===== config.mk =====
export PLATFORM = sky130hd
export DESIGN_NAME = pixelcopy
export DESIGN_NICKNAME = d
export VERILOG_FILES = /design/src/rtl/pixelcopy.sv
export SDC_FILE = /design/constraint.sdc
export NUM_CORES = 1
export LEC_CHECK = 0
export ABC_AREA = 1
export BUFFER_PORTS_ARGS = -buffer_cell sky130_fd_sc_hd__buf_2
export CORE_MARGIN = 2
export CORE_UTILIZATION = 53
export DETAILED_ROUTE_END_ITERATION = 12
export PLACE_DENSITY = 0.85
export REMOVE_ABC_BUFFERS = 1
export SLEW_MARGIN = 20
export SYNTH_ARGS = -nofsm -noshare
export SYNTH_HDL_FRONTEND = slang
export SYNTH_SLANG_ARGS = --single-unit

===== constraint.sdc =====
create_clock -name clk -period 5.4 [get_ports clk]
set_input_delay 1.08 -clock clk [delete_from_list [all_inputs] [get_ports clk]]
set_output_delay 1.08 -clock clk [all_outputs]
set_load 0.02 [all_outputs]

===== src/rtl/pixelcopy.sv =====
// pixelcopy: copies one RGB565 pixel per accepted address pair (read source, write destination).
// Define PIXELCOPY_DECAY_EN to scale each colour channel by (decay+1)/256 on the way through.
module pixelcopy (
  input  logic        clk,
  input  logic        rst,
  input  logic [29:0] s_addr,
  input  logic [29:0] d_addr,
  input  logic        pa_ready,
  output logic        pa_next,
  input  logic [7:0]  decay,
  output logic [29:0] mem_addr,
  output logic        mem_req,
  output logic        mem_we,
  output logic [15:0] mem_wdata,
  input  logic [15:0] mem_rdata,
  input  logic        mem_ack,
  output logic        busy,
  output logic [31:0] pix_count
);

  localparam logic [1:0] ST_IDLE  = 2'd0;
  localparam logic [1:0] ST_READ  = 2'd1;
  localparam logic [1:0] ST_WRITE = 2'd2;

  logic [1:0]  state_r;
  logic [29:0] src_r;
  logic [29:0] dst_r;
  logic [7:0]  decay_r;
  logic [15:0] pix_s;

`ifdef PIXELCOPY_DECAY_EN
  // Per-channel scale: c * (decay+1) >> 8, products kept within 14 bits.
  function automatic logic [15:0] decay_pix(input logic [15:0] px, input logic [7:0] dc);
    logic [13:0] f;
    logic [13:0] r;
    logic [13:0] g;
    logic [13:0] b;
    f = {6'd0, dc} + 14'd1;
    r = {9'd0, px[15:11]} * f;
    g = {8'd0, px[10:5]} * f;
    b = {9'd0, px[4:0]} * f;
    return {r[12:8], g[13:8], b[12:8]};
  endfunction

  assign pix_s = decay_pix(mem_rdata, decay_r);
`else
  logic unused_decay_s;

  assign pix_s          = mem_rdata;
  assign unused_decay_s = ^decay_r;
`endif

  assign pa_next = (state_r == ST_IDLE);
  assign busy    = ~pa_next;

  // Transfer sequencer: accept pair, read source, write processed pixel to destination.
  always_ff @(posedge clk or posedge rst) begin
    if (rst) begin
      state_r   <= ST_IDLE;
      src_r     <= 30'd0;
      dst_r     <= 30'd0;
      decay_r   <= 8'd0;
      mem_addr  <= 30'd0;
      mem_req   <= 1'b0;
      mem_we    <= 1'b0;
      mem_wdata <= 16'd0;
      pix_count <= 32'd0;
    end else begin
      case (state_r)
        ST_IDLE: begin
          if (pa_ready) begin
            src_r    <= s_addr;
            dst_r    <= d_addr;
            decay_r  <= decay;
            mem_addr <= s_addr;
            mem_req  <= 1'b1;
            mem_we   <= 1'b0;
            state_r  <= ST_READ;
          end else begin
            state_r  <= ST_IDLE;
          end
        end
        ST_READ: begin
          if (mem_ack) begin
            mem_wdata <= pix_s;
            mem_addr  <= dst_r;
            mem_we    <= 1'b1;
            state_r   <= ST_WRITE;
          end else begin
            mem_addr  <= src_r;
            state_r   <= ST_READ;
          end
        end
        ST_WRITE: begin
          if (mem_ack) begin
            pix_count <= pix_count + 32'd1;
            mem_req   <= 1'b0;
            mem_we    <= 1'b0;
            state_r   <= ST_IDLE;
          end else begin
            state_r   <= ST_WRITE;
          end
        end
        default: begin
          mem_req <= 1'b0;
          mem_we  <= 1'b0;
          state_r <= ST_IDLE;
        end
      endcase
    end
  end

endmodule


## Word level (Yosys, flattened, before mapping)

Cells that the tools add are included.

| storage, ports and cells | value |
|---|---|
| bits in registers | 142 |
| logic and storage cells | 37 |
| input bits | 88 |

| cells by class | value |
|---|---|
| equality and inequality tests | 5 |
| muxes and demuxes | 13 |
| add/sub/neg operators | 1 |
| bitwise logic cells | 2 |
| reduce and logical (&&, ||, !) cells | 8 |

Operators with widths:

| operator | number |
|---|---|
| $mux W30 | 2 |
| $pmux W30 S2 | 1 |
| $add A32 B1 Y32 const B | 1 |
| $reduce_and A2 Y1 | 4 |
| $ne A2 B2 Y1 const B | 3 |
| $pmux W1 S3 | 2 |
| $pmux W2 S3 | 1 |
| $reduce_and A3 Y1 | 2 |
| $mux W1 | 5 |
| $mux W2 | 2 |
| $eq A2 B1 Y1 const B | 1 |
| $eq A2 B2 Y1 const B | 1 |
| $logic_not A2 Y1 | 1 |
| $not A1 Y1 | 2 |
| $reduce_bool A2 Y1 | 1 |

## Longest topological paths before layout

Gate-level depths: netlist of the first run.

| depth | value |
|---|---|
| depth in word-level cells | 3 |
| mapped depth | 9 |
| depth with buffers taken out | 8 |

## Least setup slack after synthesis of the first run

No wires, ideal clock.

| timing | value |
|---|---|
| kind | flip-flop to output port |
| start | register state_r[1] |
| end | output busy |
| arrival time | 0.944 ns |
| stages on the path, launching flop included | 3 |
| path slack | 3.376 ns |
| path through | dfrtp_1 > nor2_2 > inv_1 |

| between the ends | value |
|---|---|
| longest elaborated chain between the ends | 2 |

RTL lines:

| what | line | text |
|---|---|---|
| start, declared | 25 | `logic [1:0] state_r;` |
| start signal, assigned | 59 | `state_r <= ST_IDLE;` |
| start signal, assigned | 78 | `state_r <= ST_READ;` |
| start signal, assigned | 80 | `state_r <= ST_IDLE;` |
| $logic_not A2 Y1 | 53 | `assign pa_next = (state_r == ST_IDLE);` |
| net pa_next | 9 | `output logic pa_next,` |
| $not A1 Y1 | 54 | `assign busy = ~pa_next;` |
| end, declared | 17 | `output logic busy,` |

The timed path passes the listed nets, and every way through them passes these cells.

## Worst setup path after layout of the first run

| timing | value |
|---|---|
| start | input pa_ready |
| end | register mem_addr[20] |

| between the ends | value |
|---|---|
| longest elaborated chain between the ends | 2 |

RTL lines:

| what | line | text |
|---|---|---|
| start, declared | 8 | `input logic pa_ready,` |
| $ne A2 B2 Y1 (no source line) | n/a |  |
| $reduce_and A2 Y1 (no source line) | n/a |  |
| end signal, assigned | 75 | `mem_addr <= s_addr;` |
| end signal, assigned | 86 | `mem_addr <= dst_r;` |
| end signal, assigned | 90 | `mem_addr <= src_r;` |
| end, declared | 11 | `output logic [29:0] mem_addr,` |

Every way passes these cells.
A chain may end at the register's enable or synchronous reset.

==> out/metrics.yaml, run 1 <==
global_routing:
  antenna_found_initial: 2
  grt_pass1_wl_um: 25920
  grt_max_degree: 110
  grt_use_total_pct: 24.97
  grt_pass1_vias: 5542
  grt_overflow_total: 0
setup_path:
  path_max_fanout: 63
  r2r_start: "state_r[1]"
  worst_ep_arrival_time_ps: 2880
  required_ps: 5700
  ff2ff_setup_slack_ps: 2990
  critPathLaunchType: "input port"
  worstSetupEndpointType: "register"
  startpoint: "pa_ready"
  path_class: "input port to register"
logic_synthesis:
  synthFlopType: "dfrtp_1"
  ys.warnings.count: 0
  synth.cell_area_um2: 6574
  synth-seq-cells: 142
  synth_edf_count: 0
  synth_cell_types: 27
  ys_async_sr_fraction_pct: 100.0
  syn_area_per_cell_um2: 8.017
  synth-seq-area-share_pct: 54.05
  postSynthCellCount: 820
detailed_routing:
  wirelength_um: 15760
  postRouteAntennaNets: 0
  drtPass1Iterations: 6
  drc_errors: 0
  vias_per_cell: 4.989
  wl_per_cell_um: 13.62
  drt_iter0_markers: 355
  vias: 5772
finish:
  final_nets: 1063
  stdcell_count: 1157
  fillCellCount: 998
  syn_to_final_growth_pct: 23.22
  drive_gt1_share_pct: 21.07
pwr:
  seq_power_share_pct: 37.9
  power_frac_clock_pct: 26.5
  power.total_w: 0.004509
  p_int_w: 0.002803
  vdd_drop_max_uv: 320.0
  power_density_nw_per_um2: 556.6
  swShare_pct: 37.82
  p_sw_w: 0.001705
  combPwrFrac_pct: 35.5
  p_leak_nw: 4.345
cts:
  clkLatencyLatePin_ps: 420
  cts_setup_buffers: 0
  cts_resized: 0
  hold_buffers: 0
  cts-root-buf: "clkbuf_16"
  clock_sinks: 142
  cts_inserted_buffers: 17
  htree_levels: 4
  clock_path_buffers: 2
  clk_pin_slew_ps: 60
  cts_tree: "done"
sta:
  finalHoldViolCount: 0
  finalClockSkew_ps: 5.094
  slew-limit-headroom_pct: 36.51
  setup_viol: 0
  drv_slew: 0
  rsz0062_at_grt: "no"
  period_needed_ps: 2576
  worst_pin_slew_ps: 952.3
  max_clock_freq_mhz: 388.3
  fin_crit_sh_pct: 47.70
  setup_tns_ps: 0
  hold_ws_ps: 467.5
  worst_slack_ps: 2824
floorplan:
  die-area_um2: 13310
  io_pins: 170
  num_rows: 40
  core_area_um2: 12060
  die_y_um: 115.4
  floorplan.initialDensity_pct: 54.50
  die_w_um: 115.4
placement:
  pre_cts_ws_ps: 2374
  dpl.hpwl_um: 10420
  place.gp.congestion: 0.8576
  portBuffers: 161
  post-place-cells: 1123
flow_run:
  maxCapViolCount: 0
run_status:
  outcome: "finished clean"
min_path:
  min_path_type: "register to register"
  hold_start: "mem_wdata[12]"
through the flow:
step	utilization [%]	cell area [um2]
6_report	67.16	8100
3_5_place_dp	62.11	7491
3_3_place_gp	61.88	7463
5_1_grt	67.12	8095
4_1_cts	67.12	8095
2_1_floorplan	-	6412
final cells by class:
cell class                 count  area (um2)  area share, %
tap                          168       210.2          2.595
clock buffer                  26       499.2          6.163
sequential                   142        3553          43.87
antenna                        2       5.005        0.06179
multi-input combinational    556        2517          31.08
clock inverter                 6       105.1          1.297
timing repair buffer         166       863.3          10.66
inverter                      91       346.6          4.279
state kept, by name (all words and copies together), names as in the netlist:
signal / count
pix_count: 32
src_r: 30
mem_addr: 30
state_r: 2
mem_we: 1
mem_req: 1
dst_r: 30
mem_wdata: 16
cell families after synthesis:
kind of cell	count (synthesis)	share of synthesized area [%]
fa+ha+maj	1	0.1903
flops	142	54.05
compound gates	124	10.62
buf+inv	122	7.651
simple gates	417	25.62
xor+xnor	14	1.865
critical path: stages:
cell,delay [ps]
buf_2,120
nand2_4,450
inv_2,80
nor2_2,520
buf_4,380
nand2_1,90
a21boi_1,130
Yosys cell counts (2+ instances only):
library cell  count  area [um2]
a21boi_1         29       217.7
a21oi_1          29       145.1
buf_2             9       45.04
buf_4             7       52.55
clkbuf_1         14       52.55
dfrtp_1         142        3553
inv_1            86       322.8
inv_2             5       18.77
nand2_1         304        1141
nand3_1          14       70.07
nand3b_1         11       82.58
nand4_1           3       18.77
nor2_1           74       277.8
nor2_2            5       31.28
nor2_4            2       22.52
o21ai_0          62       310.3
o21ai_1           2       10.01
xnor2_1           4       35.03
xor2_1           10       87.58
power by group through the flow:
| stage | Combinational (W) | Clock [W] | Sequential (W) |
|---|---|---|---|
| floorplan | 0.000841 | 0 | 0.00192 |
| global placement | 0.00154 | 0 | 0.00170 |
| detailed placement | 0.00161 | 0 | 0.00171 |
| finish | 0.00160 | 0.00120 | 0.00171 |
| global route | 0.00181 | 0.00126 | 0.00176 |
| CTS | 0.00162 | 0.00121 | 0.00171 |
cell usage in the layout (no fill, tap or decap), drive strengths merged:
cell,n
and3,1
clkbuf,26
bufinv,3
nor3,1
a21boi,29
nand3,15
nor2,81
o21ai,64
diode,2
a21oi,29
inv,91
o211ai,1
a22oi,1
ha,1
nand4,3
xnor2,4
clkinv,3
dfrtp,142
nand2,305
xor2,10
nand3b,11
buf,166
worst paths after layout:
| path | cells after the start | to |
|---|---|---|
| max in group asynchronous | 3 | src_r[23] |
| min | 2 | mem_wdata[12] |
| max reg2reg | 7 | mem_addr[20] |
| min in group asynchronous | 2 | mem_wdata[1] |
| max | 7 | mem_addr[20] |
| min reg2reg | 2 | mem_wdata[12] |
metal layers:
layer / vias to the layer above / track usage, % / share of wire (%)
met5: - / 0 / 0.11
met3: 27 / 6.168 / 6.1
met4: 2 / 9.076 / 1.8
li1: 2851 / - / -
met1: 2701 / 32.37 / 44
met2: 191 / 40.94 / 48
(Power assumes the default switching activity.)
==> inputs of run 2 (changes only) <==
--- a/config.mk
+++ b/config.mk
@@ -5,12 +5,12 @@
 export SDC_FILE = /design/constraint.sdc
 export NUM_CORES = 1
 export LEC_CHECK = 0
-export ABC_AREA = 1
+export ABC_AREA = 0
 export BUFFER_PORTS_ARGS = -buffer_cell sky130_fd_sc_hd__buf_2
 export CORE_MARGIN = 2
-export CORE_UTILIZATION = 53
+export CORE_UTILIZATION = 47
 export DETAILED_ROUTE_END_ITERATION = 12
-export PLACE_DENSITY = 0.85
+export PLACE_DENSITY = 0.81
 export REMOVE_ABC_BUFFERS = 1
 export SLEW_MARGIN = 20
 export SYNTH_ARGS = -nofsm -noshare
==> constraint.sdc (replaced) <==
create_clock -name clk -period 2.3 [get_ports clk]
set_input_delay 0.46 -clock clk [delete_from_list [all_inputs] [get_ports clk]]
set_output_delay 0.46 -clock clk [all_outputs]
set_load 0.02 [all_outputs]
==> run 2 against run 1 <==
Effect of this change:
- via count is 18% lower
- highest routed layer is now met4
- critical path type is now register to register
- setup slack got worse by 2600 ps
- clock skew about the same
- clock power is 120% higher
- register-to-register slack lost 2700 ps
- area after synthesis shrank 8.2%
- flip-flop and latch count did not move
- non-clock buffer count increased by 9
==> out/metrics.yaml, run 2 <==
global_routing:
  grt_max_degree: 58
  grt_pass1_vias: 4932
  grt_overflow_total: 0
  grt_use_total_pct: 21.72
  antenna_found_initial: 1
  grt_pass1_wl_um: 24050
sta:
  hold_ws_ps: 43.66
  setup_tns_ps: 0
  max_clock_freq_mhz: 490.4
  fin_crit_sh_pct: 88.66
  period_needed_ps: 2039
  finalClockSkew_ps: 5.476
  drv_slew: 0
  slew-limit-headroom_pct: 58.81
  setup_viol: 0
  worst_pin_slew_ps: 617.8
  rsz0062_at_grt: "no"
  finalHoldViolCount: 0
detailed_routing:
  vias: 4722
  drtPass1Iterations: 4
  wirelength_um: 14080
  drc_errors: 0
  drt_iter0_markers: 243
  wl_per_cell_um: 15.92
  vias_per_cell: 5.342
  postRouteAntennaNets: 0
cts:
  cts_resized: 0
  htree_levels: 4
  cts-root-buf: "clkbuf_16"
  cts_setup_buffers: 0
  cts_inserted_buffers: 17
  clkLatencyLatePin_ps: 410
  hold_buffers: 0
  clock_sinks: 142
  clock_path_buffers: 2
  cts_tree: "done"
  clk_pin_slew_ps: 60
placement:
  portBuffers: 161
  place.gp.congestion: 0.8706
  placedInstanceArea_um2: 7079
  post-place-cells: 853
  dpl.hpwl_um: 9584
logic_synthesis:
  ys_async_sr_fraction_pct: 100.0
  synth.cell_area_um2: 6037
  postSynthCellCount: 537
  synth_common_cells: "dfrtp_1 (142), nand2_1 (105), and3_1 (32)"
  synth_area_leaders: "dfrtp_1 (59%), nand2_1 (6.5%), mux2i_1 (5.0%)"
  synth_cell_types: 33
  synth_most_common_cell: "dfrtp_1"
  synth_edf_count: 0
  synth-seq-cells: 142
  ys.warnings.count: 0
  synth-seq-area-share_pct: 58.86
  synthFlopType: "dfrtp_1"
  synth_top_area_share_pct: 58.86
  yosysTopAreaCell: "dfrtp_1"
  syn_area_per_cell_um2: 11.24
floorplan:
  core_area_um2: 12570
  die-area_um2: 13770
  num_rows: 41
  io_pins: 170
  die_w_um: 117.3
  die_y_um: 117.3
  floorplan.initialDensity_pct: 48.03
finish:
  layout_common_cells: "buf_2 (161), dfrtp_1 (142), nand2_1 (104)"
  regMostFlops: "pix_count"
  final_area_um2: 7646
  final_nets: 789
  drive_gt1_share_pct: 32.21
  syn_to_final_growth_pct: 26.65
  layout_commonest_cell: "buf_2"
  fillCellCount: 1037
  largest_reg_flops: 32
  stdcell_count: 884
setup_path:
  path_max_fanout: 8
  critPathLaunchType: "register"
  required_ps: 2590
  path_class: "register to register"
  worstSetupEndpointType: "register"
  worst_ep_arrival_time_ps: 2330
pwr:
  power.total_w: 0.01034
  p_leak_nw: 4.121
  power_density_nw_per_um2: 1352
  vdd_drop_max_uv: 781.1
flow_run:
  maxCapViolCount: 0
min_path:
  min_path_type: "input port to async pin"
run_status:
  outcome: "finished clean"
==> run 2: cell types whose count changed after synthesis, sizes merged, moves of 17 or more <==
cell	change
a211oi	+30
a21boi	-29
a21o	+30
and3	+31
inv	-85
mux2	+17
mux2i	+30
nand2	-200
nor2	-74
o21ai	-61
xnor2	+18
==> run 2: final timing paths <==
check                      startpoint             to  slack (ps)  cells after the start
max reg2reg                state_r[0]  pix_count[31]         260                      5
min reg2reg                  dst_r[0]       dst_r[0]         470                      2
min in group clk           d_addr[12]      dst_r[12]         230                      3
max in group asynchronous         rst  pix_count[17]        1580                      3
max                        state_r[0]  pix_count[31]         260                      5
min                               rst   mem_wdata[2]          40                      2
==> run 2: critical path: stages, from the launching register on <==
cell     delay [ps]
dfrtp_1         430
and3b_1         470
nand4_2         270
nor3b_2         420
nand3_1         170
xnor2_1         160
==> run 2: stage by stage <==
step,utilization (%),setup WS [ps]
finish,60.84,260.7
global route,60.82,76.50
CTS,60.82,257.7
detailed placement,56.33,210.9
global placement,56.33,274.3
floorplan,-,-1970
==> run 2: kinds of logic after synthesis <==
| family | Yosys count | share of synthesized area (%) |
|---|---|---|
| AOI/OAI and AO/OA | 96 | 10.61 |
| xor gates and xnor gates | 31 | 4.497 |
| adders and majority gates | 1 | 0.2072 |
| buffers and inverters | 37 | 2.466 |
| DFF | 142 | 58.86 |
| muxes | 47 | 8.145 |
| and+or+nand+nor | 183 | 15.21 |
==> run 2: metal layers <==
metal	wire [um]	up-vias	global-route usage, %
met5	0	-	0
met4	214	0	8.057
met3	1051	19	7.004
met2	6908	170	35.89
met1	5901	2331	26.74
li1	-	2202	-
==> run 2: power by group <==
part           total, W  switching [W]  internal (W)
logic           0.00361        0.00218       0.00143
registers       0.00410       0.000586       0.00351
clock network   0.00263       0.000972       0.00166
total            0.0103        0.00373       0.00660
==> run 2: area by class of cell <==
class                      count  area (um2)  area share [%]
tap                          172       215.2           2.815
clock buffer                  22       474.2           6.202
inverter                       6       27.53          0.3600
antenna                        1       2.502         0.03273
timing repair buffer         175       935.9           12.24
multi-input combinational    358        2347           30.70
sequential                   142        3553           46.47
clock inverter                 8       90.09           1.178
